**config.mk**
```make
export PLATFORM = sky130hd
export DESIGN_NAME = fft_addr_gen_flat
export DESIGN_NICKNAME = d
export VERILOG_FILES = /design/src/rtl/fft_addr_gen_if.sv /design/src/rtl/fft_addr_gen.sv /design/src/flat_wrapper.sv
export SDC_FILE = /design/constraint.sdc
export NUM_CORES = 1
export LEC_CHECK = 0
export BUFFER_PORTS_ARGS = -buffer_cell sky130_fd_sc_hd__buf_2
export CAP_MARGIN = 30
export CORE_MARGIN = 2
export CORE_UTILIZATION = 57
export DETAILED_ROUTE_END_ITERATION = 7
export HOLD_SLACK_MARGIN = 0.12
export PLACE_DENSITY = 0.76
export SLEW_MARGIN = 20
export SYNTH_ARGS = -nofsm -noshare
export SYNTH_HDL_FRONTEND = slang
export SYNTH_SLANG_ARGS = --single-unit
export TNS_END_PERCENT = 1
```
**constraint.sdc**
```tcl
create_clock -name clock -period 2.5 [get_ports clock]
set_clock_uncertainty 0.1 [all_clocks]
set_input_delay 0.25 -clock clock [delete_from_list [all_inputs] [get_ports clock]]
set_output_delay 0.25 -clock clock [all_outputs]
set_load 0.005 [all_outputs]
```
**src/rtl/fft_addr_gen_if.sv**
```systemverilog
// Bus between the FFT controller and the butterfly/memory datapath it sequences.
// The controller takes the master side; the datapath observes through the slave side.
interface fft_addr_gen_if #(
    parameter int N_LOG2 = 5
);
    logic              start;
    logic              busy;
    logic [N_LOG2-1:0] MemA_address;
    logic [N_LOG2-1:0] MemB_address;
    logic [N_LOG2-2:0] twiddle_address;
    logic              mem_write;
    logic              MemBankReadSelect;
    logic [N_LOG2-1:0] MemA_address_9delay;
    logic [N_LOG2-1:0] MemB_address_9delay;
    logic              memwrite_9delay;
    logic              Bank0WriteEN;
    logic              Bank1WriteEN;
    logic              FFT_done;

    modport master (
        input  start,
        output busy, MemA_address, MemB_address, twiddle_address, mem_write,
               MemBankReadSelect, MemA_address_9delay, MemB_address_9delay,
               memwrite_9delay, Bank0WriteEN, Bank1WriteEN, FFT_done
    );

    modport slave (
        output start,
        input  busy, MemA_address, MemB_address, twiddle_address, mem_write,
               MemBankReadSelect, MemA_address_9delay, MemB_address_9delay,
               memwrite_9delay, Bank0WriteEN, Bank1WriteEN, FFT_done
    );
endinterface

```
**src/rtl/fft_addr_gen.sv**
```systemverilog
// Stage/butterfly sequencer for an in-place radix-2 FFT with ping-pong banks.
//
// state | meaning
// IDLE  | waiting for start; no butterflies issued
// ISSUE | one butterfly read issued per cycle for the current stage
// DRAIN | PIPE_DELAY idle cycles so the stage's last write lands before the next stage reads
// DONE  | one-cycle completion pulse
module fft_addr_gen #(
    parameter int N_LOG2     = 5,
    parameter int PIPE_DELAY = 9
) (
    input  logic          clock,
    input  logic          reset,
    fft_addr_gen_if.master bus
);

    localparam int AW = N_LOG2;
    localparam int TW = N_LOG2 - 1;
    localparam int SW = $clog2(N_LOG2);
    localparam int DW = (PIPE_DELAY > 1) ? $clog2(PIPE_DELAY) : 1;

    localparam logic [TW-1:0] J_MAX      = '1;
    localparam logic [SW-1:0] S_LAST     = SW'(N_LOG2 - 1);
    localparam logic [DW-1:0] DRAIN_LOAD = DW'(PIPE_DELAY - 1);

    typedef enum logic [1:0] {IDLE, ISSUE, DRAIN, DONE} state_t;

    typedef struct packed {
        logic [AW-1:0] a;
        logic [AW-1:0] b;
        logic          we;
        logic          bank;
    } wb_t;

    state_t        state, state_nxt;
    logic [SW-1:0] stage;
    logic [TW-1:0] bfly;
    logic [DW-1:0] drain_cnt;
    logic          issue;

    logic [AW-1:0] j_ext, half, mask, pos, addr_a, addr_b;
    logic [TW-1:0] tw;

    wb_t dly [PIPE_DELAY];

    always_ff @(posedge clock) begin
        if (reset) state <= IDLE;
        else       state <= state_nxt;
    end

    always_comb begin
        state_nxt = state;
        case (state)
            IDLE:    if (bus.start) state_nxt = ISSUE;
            ISSUE:   if (bfly == J_MAX) state_nxt = DRAIN;
            DRAIN:   if (drain_cnt == '0) state_nxt = (stage == S_LAST) ? DONE : ISSUE;
            DONE:    state_nxt = IDLE;
            default: state_nxt = IDLE;
        endcase
    end

    // drain_cnt is a down-counter; terminal count 0 ends the drain window
    always_ff @(posedge clock) begin
        if (reset) begin
            stage     <= '0;
            bfly      <= '0;
            drain_cnt <= '0;
        end else begin
            case (state)
                IDLE: begin
                    if (bus.start) begin
                        stage <= '0;
                        bfly  <= '0;
                    end
                end
                ISSUE: begin
                    bfly <= bfly + TW'(1);
                    if (bfly == J_MAX) drain_cnt <= DRAIN_LOAD;
                end
                DRAIN: begin
                    if (drain_cnt == '0) begin
                        if (stage != S_LAST) begin
                            stage <= stage + SW'(1);
                            bfly  <= '0;
                        end
                    end else begin
                        drain_cnt <= drain_cnt - DW'(1);
                    end
                end
                default: ;
            endcase
        end
    end

    // grp*2^(s+1) is just j with its low s bits cleared, shifted left once
    always_comb begin
        j_ext  = {1'b0, bfly};
        half   = AW'(1) << stage;
        mask   = half - AW'(1);
        pos    = j_ext & mask;
        addr_a = ((j_ext & ~mask) << 1) | pos;
        addr_b = addr_a | half;
        tw     = pos[TW-1:0] << (TW - int'(stage));
    end

    always_comb begin
        issue                   = (state == ISSUE);
        bus.busy                = issue || (state == DRAIN);
        bus.mem_write           = issue;
        bus.MemA_address        = issue ? addr_a : '0;
        bus.MemB_address        = issue ? addr_b : '0;
        bus.twiddle_address     = issue ? tw : '0;
        bus.MemBankReadSelect   = stage[0];
        bus.FFT_done            = (state == DONE);
        bus.MemA_address_9delay = dly[PIPE_DELAY-1].a;
        bus.MemB_address_9delay = dly[PIPE_DELAY-1].b;
        bus.memwrite_9delay     = dly[PIPE_DELAY-1].we;
        bus.Bank0WriteEN        = dly[PIPE_DELAY-1].we & ~dly[PIPE_DELAY-1].bank;
        bus.Bank1WriteEN        = dly[PIPE_DELAY-1].we &  dly[PIPE_DELAY-1].bank;
    end

    // write bank travels with the butterfly so a stage change cannot retarget it
    always_ff @(posedge clock) begin
        if (reset) begin
            for (int i = 0; i < PIPE_DELAY; i++) dly[i] <= '0;
        end else begin
            dly[0].a    <= bus.MemA_address;
            dly[0].b    <= bus.MemB_address;
            dly[0].we   <= issue;
            dly[0].bank <= ~stage[0];
            for (int i = 1; i < PIPE_DELAY; i++) dly[i] <= dly[i-1];
        end
    end

endmodule

```
**src/flat_wrapper.sv**
```systemverilog
// flat-port wrapper written by rule: the top's interface ports become plain ports
module fft_addr_gen_flat 
#(
    parameter int N_LOG2     = 5,
    parameter int PIPE_DELAY = 9
)
  (clock, reset, bus_start, bus_busy, bus_MemA_address, bus_MemB_address, bus_twiddle_address, bus_mem_write, bus_MemBankReadSelect, bus_MemA_address_9delay, bus_MemB_address_9delay, bus_memwrite_9delay, bus_Bank0WriteEN, bus_Bank1WriteEN, bus_FFT_done);
  fft_addr_gen_if #(.N_LOG2(N_LOG2)) bus_i ();
  input  logic clock;
  input  logic reset;
  input wire logic [$bits(bus_i.start)-1:0] bus_start;
  output wire logic [$bits(bus_i.busy)-1:0] bus_busy;
  output wire logic [$bits(bus_i.MemA_address)-1:0] bus_MemA_address;
  output wire logic [$bits(bus_i.MemB_address)-1:0] bus_MemB_address;
  output wire logic [$bits(bus_i.twiddle_address)-1:0] bus_twiddle_address;
  output wire logic [$bits(bus_i.mem_write)-1:0] bus_mem_write;
  output wire logic [$bits(bus_i.MemBankReadSelect)-1:0] bus_MemBankReadSelect;
  output wire logic [$bits(bus_i.MemA_address_9delay)-1:0] bus_MemA_address_9delay;
  output wire logic [$bits(bus_i.MemB_address_9delay)-1:0] bus_MemB_address_9delay;
  output wire logic [$bits(bus_i.memwrite_9delay)-1:0] bus_memwrite_9delay;
  output wire logic [$bits(bus_i.Bank0WriteEN)-1:0] bus_Bank0WriteEN;
  output wire logic [$bits(bus_i.Bank1WriteEN)-1:0] bus_Bank1WriteEN;
  output wire logic [$bits(bus_i.FFT_done)-1:0] bus_FFT_done;
  assign bus_i.start = bus_start;
  assign bus_busy = bus_i.busy;
  assign bus_MemA_address = bus_i.MemA_address;
  assign bus_MemB_address = bus_i.MemB_address;
  assign bus_twiddle_address = bus_i.twiddle_address;
  assign bus_mem_write = bus_i.mem_write;
  assign bus_MemBankReadSelect = bus_i.MemBankReadSelect;
  assign bus_MemA_address_9delay = bus_i.MemA_address_9delay;
  assign bus_MemB_address_9delay = bus_i.MemB_address_9delay;
  assign bus_memwrite_9delay = bus_i.memwrite_9delay;
  assign bus_Bank0WriteEN = bus_i.Bank0WriteEN;
  assign bus_Bank1WriteEN = bus_i.Bank1WriteEN;
  assign bus_FFT_done = bus_i.FFT_done;
  fft_addr_gen #(.N_LOG2(N_LOG2), .PIPE_DELAY(PIPE_DELAY)) u_core (.clock(clock), .reset(reset), .bus(bus_i));
endmodule
```
==> results.py <==
metrics = {
    "outcome": {
        "violations_in_the_final_reports": "setup timing",
        "outcome": "finished, violations left",
    },
    "placed_design": {
        "place_worst_setup_slack_ns": 0.0620,
        "gpl.final_weighted_congestion": 0.886,
        "port-buffer-count": 33,
        "placedCellCount": 515,
        "dp.final_hpwl_um": 4360,
    },
    "finish": {
        "multi_input_area_um2": 1710,
        "final.fill_count": 510,
        "layout-drive-gt1-share_pct": 24.7,
        "register_area_um2": 2420,
        "area_delta_synth_final_pct": 26.0,
        "finish.cell_count_without_fillers": 552,
        "num-nets-final": 458,
        "num_antenna_cells": 0,
    },
    "detailed_routing": {
        "highest_layer": "met4",
        "wl_met1_um": 3320,
        "remaining_drc_errors": 0,
        "detailed_route_iter0_violations": 103,
        "drtPass1Iterations": 4,
        "vias": 2722,
        "post_detailed_route_count_of_antenna_violating_nets": 0,
        "detail_route.wl_per_cell_um": 12.9,
        "total_routed_length_um": 7100,
        "met3RoutedLength_um": 263,
        "routed_via_density": 4.93,
        "met2RoutedLength_um": 3400,
    },
    "sta": {
        "worst_slew_margin_rel_pct": 63.8,
        "tightestPinTransition_ns": 0.539,
        "timing.final.ws_setup_ns": -0.211,
        "period_share_pct": 108,
        "achievable-frequency_ghz": 0.369,
        "report.final.hold_viol_count": 0,
        "grt_setup_unrepaired": "yes",
        "final_period_minus_worst_setup_slack_ns": 2.71,
        "drv_slew": 0,
        "setup_violations": 8,
    },
    "floorplanning": {
        "die_height_um": 89.7,
        "start_util_pct": 58.3,
        "dieArea_um2": 8050,
        "core_region_area_um2": 7180,
        "ios": 34,
        "die_x_um": 89.7,
        "placement_rows": 31,
    },
    "clock_network": {
        "cts_buffers": 17,
        "clock_sinks": 121,
        "worstSkewPairLatency_ns": 0.50,
        "post_cts_hold_buffer_count": 0,
        "clock_tree_from_tritoncts": "built",
        "root_buffer": "sky130_fd_sc_hd__clkbuf_8",
        "cts.clk_slew.worst_paths_ns": 0.06,
        "htree_num_levels": 4,
        "clock_path_buffers": 2,
    },
    "flow_run": {
        "maximum_capacitance_violations": 0,
    },
    "setup_path": {
        "required_ns": 2.15,
        "cp_endpoint_kind": "output port",
        "path_class": "reg2out",
        "rr_worst_depth": 6,
        "cp.arrival_ns": 2.36,
        "timing.critical_path.fanout_max": 6,
        "crit_buf_inv": 3,
        "worst_path_dominant_cell_family": "compound AO/OA/AOI/OAI gates",
        "slowest_delay_ns": 0.33,
        "critical-path-slowest-cell": "sky130_fd_sc_hd__dfxtp_2",
        "crit_cells": 8,
        "timing.critical_path.from_type": "register",
        "list_of_cells_traversed_by_the_critical_path": "inv_2 -> buf_4 -> ha_4 -> o21ba_4 -> o22a_1 -> o32a_1 -> a221oi_2 -> buf_2",
    },
    "power_and_ir_drop": {
        "ir_drop_mv": 0.657,
        "powerDensity_nw_per_um2": 1020,
        "totalPowerFinal_mw": 5.36,
        "leakagePower_nw": 2.15,
    },
    "global_routing": {
        "globalRouteOverflowTotal": 0,
        "grt_pass1_vias": 2581,
        "first_pass_grt_wire_length_um": 12000,
        "antenna_found_initial": 0,
        "grt_usage_pct": 18.7,
        "largest_net_degree_at_the_start_of_global_routing": 110,
    },
    "synthesis": {
        "synth_top_flop_cell": "sky130_fd_sc_hd__dfxtp_1",
        "synth_edf_count": 0,
        "yosysSeqAreaShare_pct": 57.9,
        "post_synth.cell_area_avg_um2": 10.6,
        "syn_area_um2": 4190,
        "synth-async-reset-ratio_pct": 0,
        "number_of_warnings_reported_in_the_yosys_synthesis_log": 0,
        "synth.distinct_cells": 48,
        "syn-num-nets": 413,
        "postSynthRegisterBits": 121,
        "syn_inst": 395,
    },
    "hold_path": {
        "worst_hold_path_type": "in2reg",
        "worst_hold_path.num_cells": 3,
    },
}
-- through the flow --
stage	cell area [um2]	hold WS, ns	TNS [ns]	utilization (%)
2_1_floorplan	4190	0.314	0	-
3_3_place_gp	4460	0.316	0	62.1
3_5_place_dp	4460	0.320	0	62.1
4_1_cts	5260	0.128	-1.13	73.2
5_1_grt	5280	0.172	-1.80	73.5
6_report	5280	0.150	-0.916	73.5
-- path summary, 6_finish.rpt --
| kind | from | to | slack (ns) |
|---|---|---|---|
| setup reg to reg | u_core.state[0] | u_core.bfly[2] | 0.29 |
| hold / removal | reset | u_core.drain_cnt[3] | 0.15 |
| setup / recovery | u_core.stage[1] | bus_twiddle_address[3] | -0.21 |
| hold reg to reg | u_core.dly[0][81] | u_core.dly[0][93] | 0.33 |
-- per-layer routing --
metal | track usage (%) | vias up
li1 | - | 1389
met1 | 23.4 | 1266
met2 | 29.5 | 54
met3 | 5.87 | 13
met4 | 9.23 | 0
met5 | 0 | -
-- Yosys cell counts (2+ instances only) --
cell | count | area share [%]
sky130_fd_sc_hd__nand3_1 | 6 | 0.72
sky130_fd_sc_hd__nor2b_1 | 100 | 15
sky130_fd_sc_hd__ha_1 | 15 | 4.5
sky130_fd_sc_hd__nor3_1 | 10 | 1.2
sky130_fd_sc_hd__nand2_1 | 14 | 1.3
sky130_fd_sc_hd__dfxtp_1 | 121 | 58
sky130_fd_sc_hd__nor2_1 | 14 | 1.3
sky130_fd_sc_hd__clkbuf_1 | 14 | 1.3
sky130_fd_sc_hd__a21oi_1 | 12 | 1.4
sky130_fd_sc_hd__a211o_1 | 3 | 0.63
sky130_fd_sc_hd__o32ai_1 | 3 | 0.63
sky130_fd_sc_hd__a211oi_1 | 4 | 0.72
sky130_fd_sc_hd__o31a_1 | 2 | 0.42
sky130_fd_sc_hd__o32a_1 | 3 | 0.72
sky130_fd_sc_hd__buf_2 | 3 | 0.36
sky130_fd_sc_hd__a221oi_1 | 2 | 0.42
sky130_fd_sc_hd__xnor2_1 | 2 | 0.42
sky130_fd_sc_hd__nand2b_1 | 4 | 0.60
sky130_fd_sc_hd__and2_1 | 5 | 0.75
sky130_fd_sc_hd__o21a_1 | 5 | 0.90
sky130_fd_sc_hd__inv_1 | 15 | 1.3
sky130_fd_sc_hd__buf_4 | 10 | 1.8
sky130_fd_sc_hd__o21ai_0 | 2 | 0.24
sky130_fd_sc_hd__or2_2 | 2 | 0.30
-- repair_timing --
item | CTS | global route
resized for setup | 30 | 5
endpoints found under the setup margin | 12 | 12
pin swaps | 15 | 5
setup buffers | 5 | 0
hold endpoints to repair | 0 | 0
-- tightest hold or removal path, stage by stage --
cell and delay, ns:
sky130_fd_sc_hd__buf_2 0.12, sky130_fd_sc_hd__inv_1 0.17, sky130_fd_sc_hd__o31a_1 0.16
-- area by class of cell --
| cell class | count | area share [%] |
|---|---|---|
| inverter | 16 | 1.21 |
| clock inverter | 13 | 3.65 |
| clock buffer | 19 | 7.99 |
| tap | 99 | 2.35 |
| timing repair buffer | 53 | 6.36 |
| sequential | 121 | 46.0 |
| multi-input combinational | 231 | 32.5 |
-- state kept, by name, indices dropped and copies added (netlist names) --
register,cells
u_core.dly,108
u_core.bfly,4
u_core.drain_cnt,4
u_core.state,2
u_core.stage,3
-- logic make-up (layout without fill, tap and decap cells) --
| group | after synthesis | count (layout) | synth area share (%) |
|---|---|---|---|
| multiplexers | 1 | 1 | 0.239 |
| XOR/XNOR | 2 | 2 | 0.418 |
| buffers and inverters | 43 | 101 | 4.84 |
| flip-flops | 121 | 121 | 57.9 |
| AO/OA/AOI/OAI | 50 | 50 | 9.45 |
| AND/OR/NAND/NOR | 163 | 163 | 22.7 |
| adder cells (fa/ha/maj) | 15 | 15 | 4.48 |
-- layout by cell type, fill, tap and decap left out, types with 4 or more instances in the layout --
| cell | count |
|---|---|
| sky130_fd_sc_hd__nor2_1 | 14 |
| sky130_fd_sc_hd__ha_4 | 5 |
| sky130_fd_sc_hd__dfxtp_1 | 119 |
| sky130_fd_sc_hd__nor3_1 | 7 |
| sky130_fd_sc_hd__nand2_1 | 14 |
| sky130_fd_sc_hd__clkbuf_16 | 16 |
| sky130_fd_sc_hd__a21oi_1 | 10 |
| sky130_fd_sc_hd__and2_1 | 5 |
| sky130_fd_sc_hd__o21a_1 | 5 |
| sky130_fd_sc_hd__inv_1 | 13 |
| sky130_fd_sc_hd__buf_4 | 17 |
| sky130_fd_sc_hd__nor2b_1 | 100 |
| sky130_fd_sc_hd__nand3_1 | 6 |
| sky130_fd_sc_hd__buf_2 | 33 |
| sky130_fd_sc_hd__bufinv_16 | 4 |
| sky130_fd_sc_hd__ha_1 | 8 |
| sky130_fd_sc_hd__a211oi_1 | 4 |
-- power by group --
group / switching [mW] / internal [mW]
combinational: 0.469 / 0.371
sequential: 0.0545 / 2.00
clock: 0.838 / 1.63
No activity file was read; power rests on OpenSTA's default activity.
